<file path="config.mk">
export PLATFORM = sky130hd
export DESIGN_NAME = imem_bridge
export DESIGN_NICKNAME = d
export VERILOG_FILES = /design/src/rtl/imem_bridge_pkg.sv /design/src/rtl/imem_fifo.sv /design/src/rtl/imem_bridge.sv
export SDC_FILE = /design/constraint.sdc
export NUM_CORES = 1
export LEC_CHECK = 0
export CAP_MARGIN = 0
export CORE_MARGIN = 8
export CORE_UTILIZATION = 29
export DETAILED_ROUTE_END_ITERATION = 8
export SLEW_MARGIN = 20
export SYNTH_ARGS = -nofsm -noshare
export SYNTH_HDL_FRONTEND = slang
export SYNTH_SLANG_ARGS = --single-unit
</file>
<file path="constraint.sdc">
create_clock -name clk -period 5.05 [get_ports clk]
set_clock_uncertainty 0.15 [all_clocks]
set_input_delay 1.01 -clock clk [delete_from_list [all_inputs] [get_ports clk]]
set_output_delay 1.01 -clock clk [all_outputs]
set_load 0.05 [all_outputs]
</file>
<file path="src/rtl/imem_bridge_pkg.sv">
// Shared types for the instruction-memory bridge: the response entry that
// carries a fetched word back to decode together with its tag and fault bit.
package imem_bridge_pkg;

  localparam int TAG_W = 3;

  typedef struct packed {
    logic [31:0]      rdata;
    logic [TAG_W-1:0] tag;
    logic             err;
  } resp_entry_t;

endpackage

</file>
<file path="src/rtl/imem_fifo.sv">
// Small synchronous FIFO with registered storage and a combinational head.
// Used for both the in-flight tag queue and the response queue of the bridge.
module imem_fifo #(
  parameter int WIDTH = 8,
  parameter int DEPTH = 2,
  localparam int PW = $clog2(DEPTH),
  localparam int CW = PW + 1
) (
  input  logic             clk,
  input  logic             reset_n,
  input  logic             push_i,
  input  logic [WIDTH-1:0] data_i,
  input  logic             pop_i,
  output logic [WIDTH-1:0] data_o,
  output logic             full_o,
  output logic             empty_o,
  output logic [CW-1:0]    count_o
);

  logic [WIDTH-1:0] mem_q [DEPTH];
  logic [PW-1:0]    wrPtr_q, rdPtr_q;
  logic [CW-1:0]    count_q;
  logic             doPush, doPop;

  assign empty_o = (count_q == '0);
  assign full_o  = (count_q == CW'(DEPTH));
  assign count_o = count_q;
  assign data_o  = mem_q[rdPtr_q];

  // A push into a full FIFO is accepted only when the head leaves in the same cycle.
  assign doPop  = pop_i && !empty_o;
  assign doPush = push_i && (!full_o || doPop);

  always_ff @(posedge clk) begin
    if (doPush) begin
      mem_q[wrPtr_q] <= data_i;
    end
  end

  always_ff @(posedge clk or negedge reset_n) begin
    if (!reset_n) begin
      wrPtr_q <= '0;
      rdPtr_q <= '0;
      count_q <= '0;
    end else begin
      if (doPush) begin
        wrPtr_q <= wrPtr_q + PW'(1);
      end
      if (doPop) begin
        rdPtr_q <= rdPtr_q + PW'(1);
      end
      case ({doPush, doPop})
        2'b10:   count_q <= count_q + CW'(1);
        2'b01:   count_q <= count_q - CW'(1);
        default: count_q <= count_q;
      endcase
    end
  end

endmodule

</file>
<file path="src/rtl/imem_bridge.sv">
// Bridge between the fetch stage and a pipelined instruction-memory bus.
// Credits bound in-flight requests; stale-tag responses are dropped silently.
module imem_bridge
  import imem_bridge_pkg::*;
#(
  parameter int DEPTH = 2
) (
  input  logic             clk,
  input  logic             reset_n,
  input  logic             req_en_i,
  input  logic [31:0]      req_addr_i,
  input  logic [TAG_W-1:0] req_tag_i,
  output logic             req_ready_o,
  output logic             mem_req_o,
  output logic [31:0]      mem_addr_o,
  input  logic             mem_gnt_i,
  input  logic             mem_rvalid_i,
  input  logic [31:0]      mem_rdata_i,
  input  logic             mem_err_i,
  input  logic [TAG_W-1:0] expected_tag_i,
  input  logic             instr_ready_i,
  output logic             instr_valid_o,
  output logic [31:0]      instr_o,
  output logic [TAG_W-1:0] instr_tag_o,
  output logic             instr_err_o,
  output logic             proto_err_o
);

  localparam int CW = $clog2(DEPTH) + 1;

  logic [CW-1:0]    inflightCnt, respCnt;
  logic [CW:0]      creditSum;
  logic             creditOk, reqHs, rvalidOk;
  logic             tagFull, tagEmpty, respFull, respEmpty;
  logic             respPop, headMatch;
  logic [TAG_W-1:0] tagHead;
  resp_entry_t      respIn, respHead;
  logic             protoErr_q, protoErr_d;

  // Credits count both outstanding requests and undelivered responses, so the
  // response FIFO can never overflow.
  assign creditSum = {1'b0, inflightCnt} + {1'b0, respCnt};
  assign creditOk  = creditSum < (CW+1)'(DEPTH);

  assign mem_req_o   = req_en_i && creditOk;
  assign mem_addr_o  = req_addr_i & ~32'h3;
  assign reqHs       = mem_req_o && mem_gnt_i;
  assign req_ready_o = reqHs;

  assign rvalidOk = mem_rvalid_i && !tagEmpty;
  assign respIn   = '{rdata: mem_rdata_i, tag: tagHead, err: mem_err_i};

  imem_fifo #(.WIDTH(TAG_W), .DEPTH(DEPTH)) u_tagFifo (
    .clk     (clk),
    .reset_n (reset_n),
    .push_i  (reqHs),
    .data_i  (req_tag_i),
    .pop_i   (rvalidOk),
    .data_o  (tagHead),
    .full_o  (tagFull),
    .empty_o (tagEmpty),
    .count_o (inflightCnt)
  );

  imem_fifo #(.WIDTH($bits(resp_entry_t)), .DEPTH(DEPTH)) u_respFifo (
    .clk     (clk),
    .reset_n (reset_n),
    .push_i  (rvalidOk),
    .data_i  (respIn),
    .pop_i   (respPop),
    .data_o  (respHead),
    .full_o  (respFull),
    .empty_o (respEmpty),
    .count_o (respCnt)
  );

  // A mismatching head is discarded even when decode is not ready.
  assign headMatch     = !respEmpty && (respHead.tag == expected_tag_i);
  assign respPop       = !respEmpty && (!headMatch || instr_ready_i);
  assign instr_valid_o = headMatch;
  assign instr_o       = respEmpty ? '0 : respHead.rdata;
  assign instr_tag_o   = respEmpty ? '0 : respHead.tag;
  assign instr_err_o   = respEmpty ? 1'b0 : respHead.err;

  assign protoErr_d  = protoErr_q || (mem_rvalid_i && tagEmpty);
  assign proto_err_o = protoErr_q;

  always_ff @(posedge clk or negedge reset_n) begin
    if (!reset_n) begin
      protoErr_q <= 1'b0;
    end else begin
      protoErr_q <= protoErr_d;
    end
  end

  assert property (@(posedge clk) disable iff (!reset_n) !(rvalidOk && respFull && !respPop));
  assert property (@(posedge clk) disable iff (!reset_n) !(reqHs && tagFull && !rvalidOk));

endmodule

</file>
==> results.md <==
- Outcome: finished clean
- Design area: between 4000 and 5000 um2
- TritonCTS clock tree: done
- MaxCap Viol Count: 0
- GPL Wtd Cong: roughly 0.67
- Buffer and inverter count on the worst path: 1
- Crit end category: output pin
- Antenna viol nets, final: 0
- Area Overhead vs Synth: 28.18%
- Critical path cell sequence: mux2i_1 > xor2_1 > and4b_1 > clkdlybuf4s50_1
- Area contributors post-synth: edfxtp_1 63%, mux2i_1 9.7%, buf_4 6.4%
- Total GRT Usage: about a tenth
- Leak pwr: 1.709 nW
- Core area: ~13000 um2
- R2R Path Start: u_respFifo.count_o[1]
- Worst-margin pin slew: ~0.95 ns
- Critical Path Start Type: register
- Yosys warnings: 0
- Tmin final: about 3.9 ns
- Tot Pwr: ~2.6 mW
- Num CTS Buffers: 9
- Slew margin rel.: 36.70%
- Share of layout cells above drive strength 1: under 10%
- Die Height: about 130 um
- Detailed Place HPWL: 5286 um
- Rows: just over 40
- Flop2flop setup slack: about 1.7 ns
- DR DRC count: 0
- Remaining global-route overflow: 0
- Root buffer cell: clkbuf_16
- Setup-failing EPs final: 0
- Post-Synthesis Cells: ~260
- Worst Setup SP: u_respFifo.rdPtr_q
- Iter 0 DRT Violations: 91
- Leading area contributor after synthesis: edfxtp_1
- XOR/XNOR Fraction of Synth Area: under 10%
- Post-Synth Adder-Cell Area: 0.5362%
- Clk pin slew, worst setup/hold paths: about 0.060 ns
- Vias in the first global route: between 2000 and 2500
- Crit-path max cell delay: between 0.8 and 0.9 ns
- Synth top area share: 62.73%
- Die W: 129.5 um
- CP Data Required Time: 3.89 ns
- DR pass1 iterations: 4
- Synth Area in Simple Gates: 7.674%
- Total number of vias: approximately 2100
- PortBufs: 84
- Hold buffers post-CTS: 0
- Arrival @ worst endpoint: around 2.7 ns
- Diode count: 0
- Hold slack: 0.3081 ns
- Compound-Gate Fraction of Synth Area: roughly 2.4%
- CP max stage cell: clkdlybuf4s50_1
- Cell area after synthesis: about 3700 um2
- Clock latency on the worst-skew pair: approximately 0.34 ns
- Nets: roughly 400
- Maximum VDD drop: around 160 uV
- Sequential area share after synthesis: 68.77%
- Largest net degree at the start of global routing: 40
- Total wire length: roughly 7700 um
- I/O pin cnt: between 100 and 150
- Most common cell after layout, fill and taps aside: clkdlybuf4s50_1
- Pwr Density: between 500 and 600 nW/um2
- Mean Syn Cell Area: approximately 15 um2
- Wire length per cell: 15.78 um
- Main combinational cell family by area after synthesis: multiplexers
- #FFs+latches synth: 87
- Fmax: 259.4 MHz
- Post-DP Area: 4531 um2
- First-pass GRT wire length: 11800 um
- Final period util: around three quarters
- Initial core utilization: 29.59%
- Fin. max-slew vios: 0
- Max clock buf depth: 2
- Post-cts sizing count: 0
- Maximum fanout along the worst path: 20
- Number of setup buffers added after CTS: 0
- Top delay family on crit path: buffers and inverters
- Routed vias/inst: 4.219
- H-tree depth: 3
- Hold Startpoint: proto_err_o
- HP Class: reg2reg
- Synth unique cells: 32
- RSZ-0062 raised after global routing: false
- Fin. Hold Viols: 0
- Most frequent cells in the layout: 84 x clkdlybuf4s50_1, 78 x edfxtp_1, 46 x nor2_1
- Mux share of post-synthesis cell area: approximately a tenth
- CP Class: reg2out
- Fin Setup TNS: 0 ns
- Die area: between 15000 and 20000 um2
- Initial antenna violation count: 1
- Sink Count: 87
-- flip-flops by register name, summed over array words and instances, names as in the netlist --
name                count
u_tagFifo.count_o       2
u_respFifo.count_o      2
u_tagFifo.wrPtr_q       1
u_respFifo.mem_q       72
u_respFifo.rdPtr_q      1
u_tagFifo.rdPtr_q       1
proto_err_o             1
u_respFifo.wrPtr_q      1
u_tagFifo.mem_q         6
-- metrics by stage --
| stage | utilization, % | setup WS [ns] | cells |
|---|---|---|---|
| floorplan | - | 1.103 | 256 |
| global placement | 35.90 | 1.164 | 472 |
| detailed placement | 35.90 | 1.193 | 472 |
| CTS | 37.92 | 1.142 | 488 |
| global route | 37.92 | 1.016 | 488 |
| finish | 37.92 | 1.195 | 488 |
-- final cells by class --
| cell class | count | area (um2) |
|---|---|---|
| flip-flops and latches | 87 | 2569 |
| well taps | 172 | 215.2 |
| fillers | 1213 | 7834 |
| multi-input cells | 125 | 883.3 |
| clock inverters | 7 | 30.03 |
| repair buffers | 86 | 855.8 |
| inverters | 2 | 7.507 |
| clock buffers | 9 | 225.2 |
-- cells in the mapped netlist --
library cell	count
a21oi_1	4
a31oi_2	1
nor2b_1	3
o21ai_1	1
fa_1	1
o21ai_0	2
clkbuf_1	5
buf_4	32
and4_1	2
and4b_1	1
and2_1	4
nand2_1	2
nor3b_1	1
a211oi_2	1
dfrtp_1	9
conb_1	1
xnor2_1	2
nand3b_1	1
mux2_2	3
nand3_1	1
edfxtp_1	78
mux2i_1	36
nor2_1	47
o21ai_2	1
a21o_1	1
buf_1	1
xor2_1	6
buf_6	2
nand4bb_1	1
inv_1	2
buf_2	2
a22oi_2	1
-- path summary, 6_finish.rpt --
path,endpoint,depth (start not counted)
worst min register to register,proto_err_o,1
worst max-delay path,instr_valid_o,4
worst min-delay path,proto_err_o,1
worst max register to register,u_respFifo.mem_q[0][23],6
min in group asynchronous,proto_err_o,1
max in group asynchronous,u_respFifo.rdPtr_q,1
-- power by group --
group          internal, mW  switching, mW  total [mW]
Clock                 0.323          0.252       0.575
Combinational         0.376          0.671        1.05
Sequential            0.927         0.0940        1.02
-- cells by family (layout without fill, tap and decap cells) --
logic type               Yosys count  in the layout
flip-flops                        87             87
AND/OR/NAND/NOR                   63             63
buffers and inverters             44            104
multiplexers                      39             39
AO/OA/AOI/OAI                     12             12
XOR/XNOR                           8              8
adder cells (fa/ha/maj)            1              1
other                              1              2
-- metal layers --
layer	up-vias	track usage, %	part of all wire, %
li1	985	-	-
met1	964	9.479	38
met2	62	15.13	47
met3	46	4.314	9.4
met4	2	8.538	6.1
met5	-	0	0.14
Note: power is estimated with default switching activity, not from simulation.
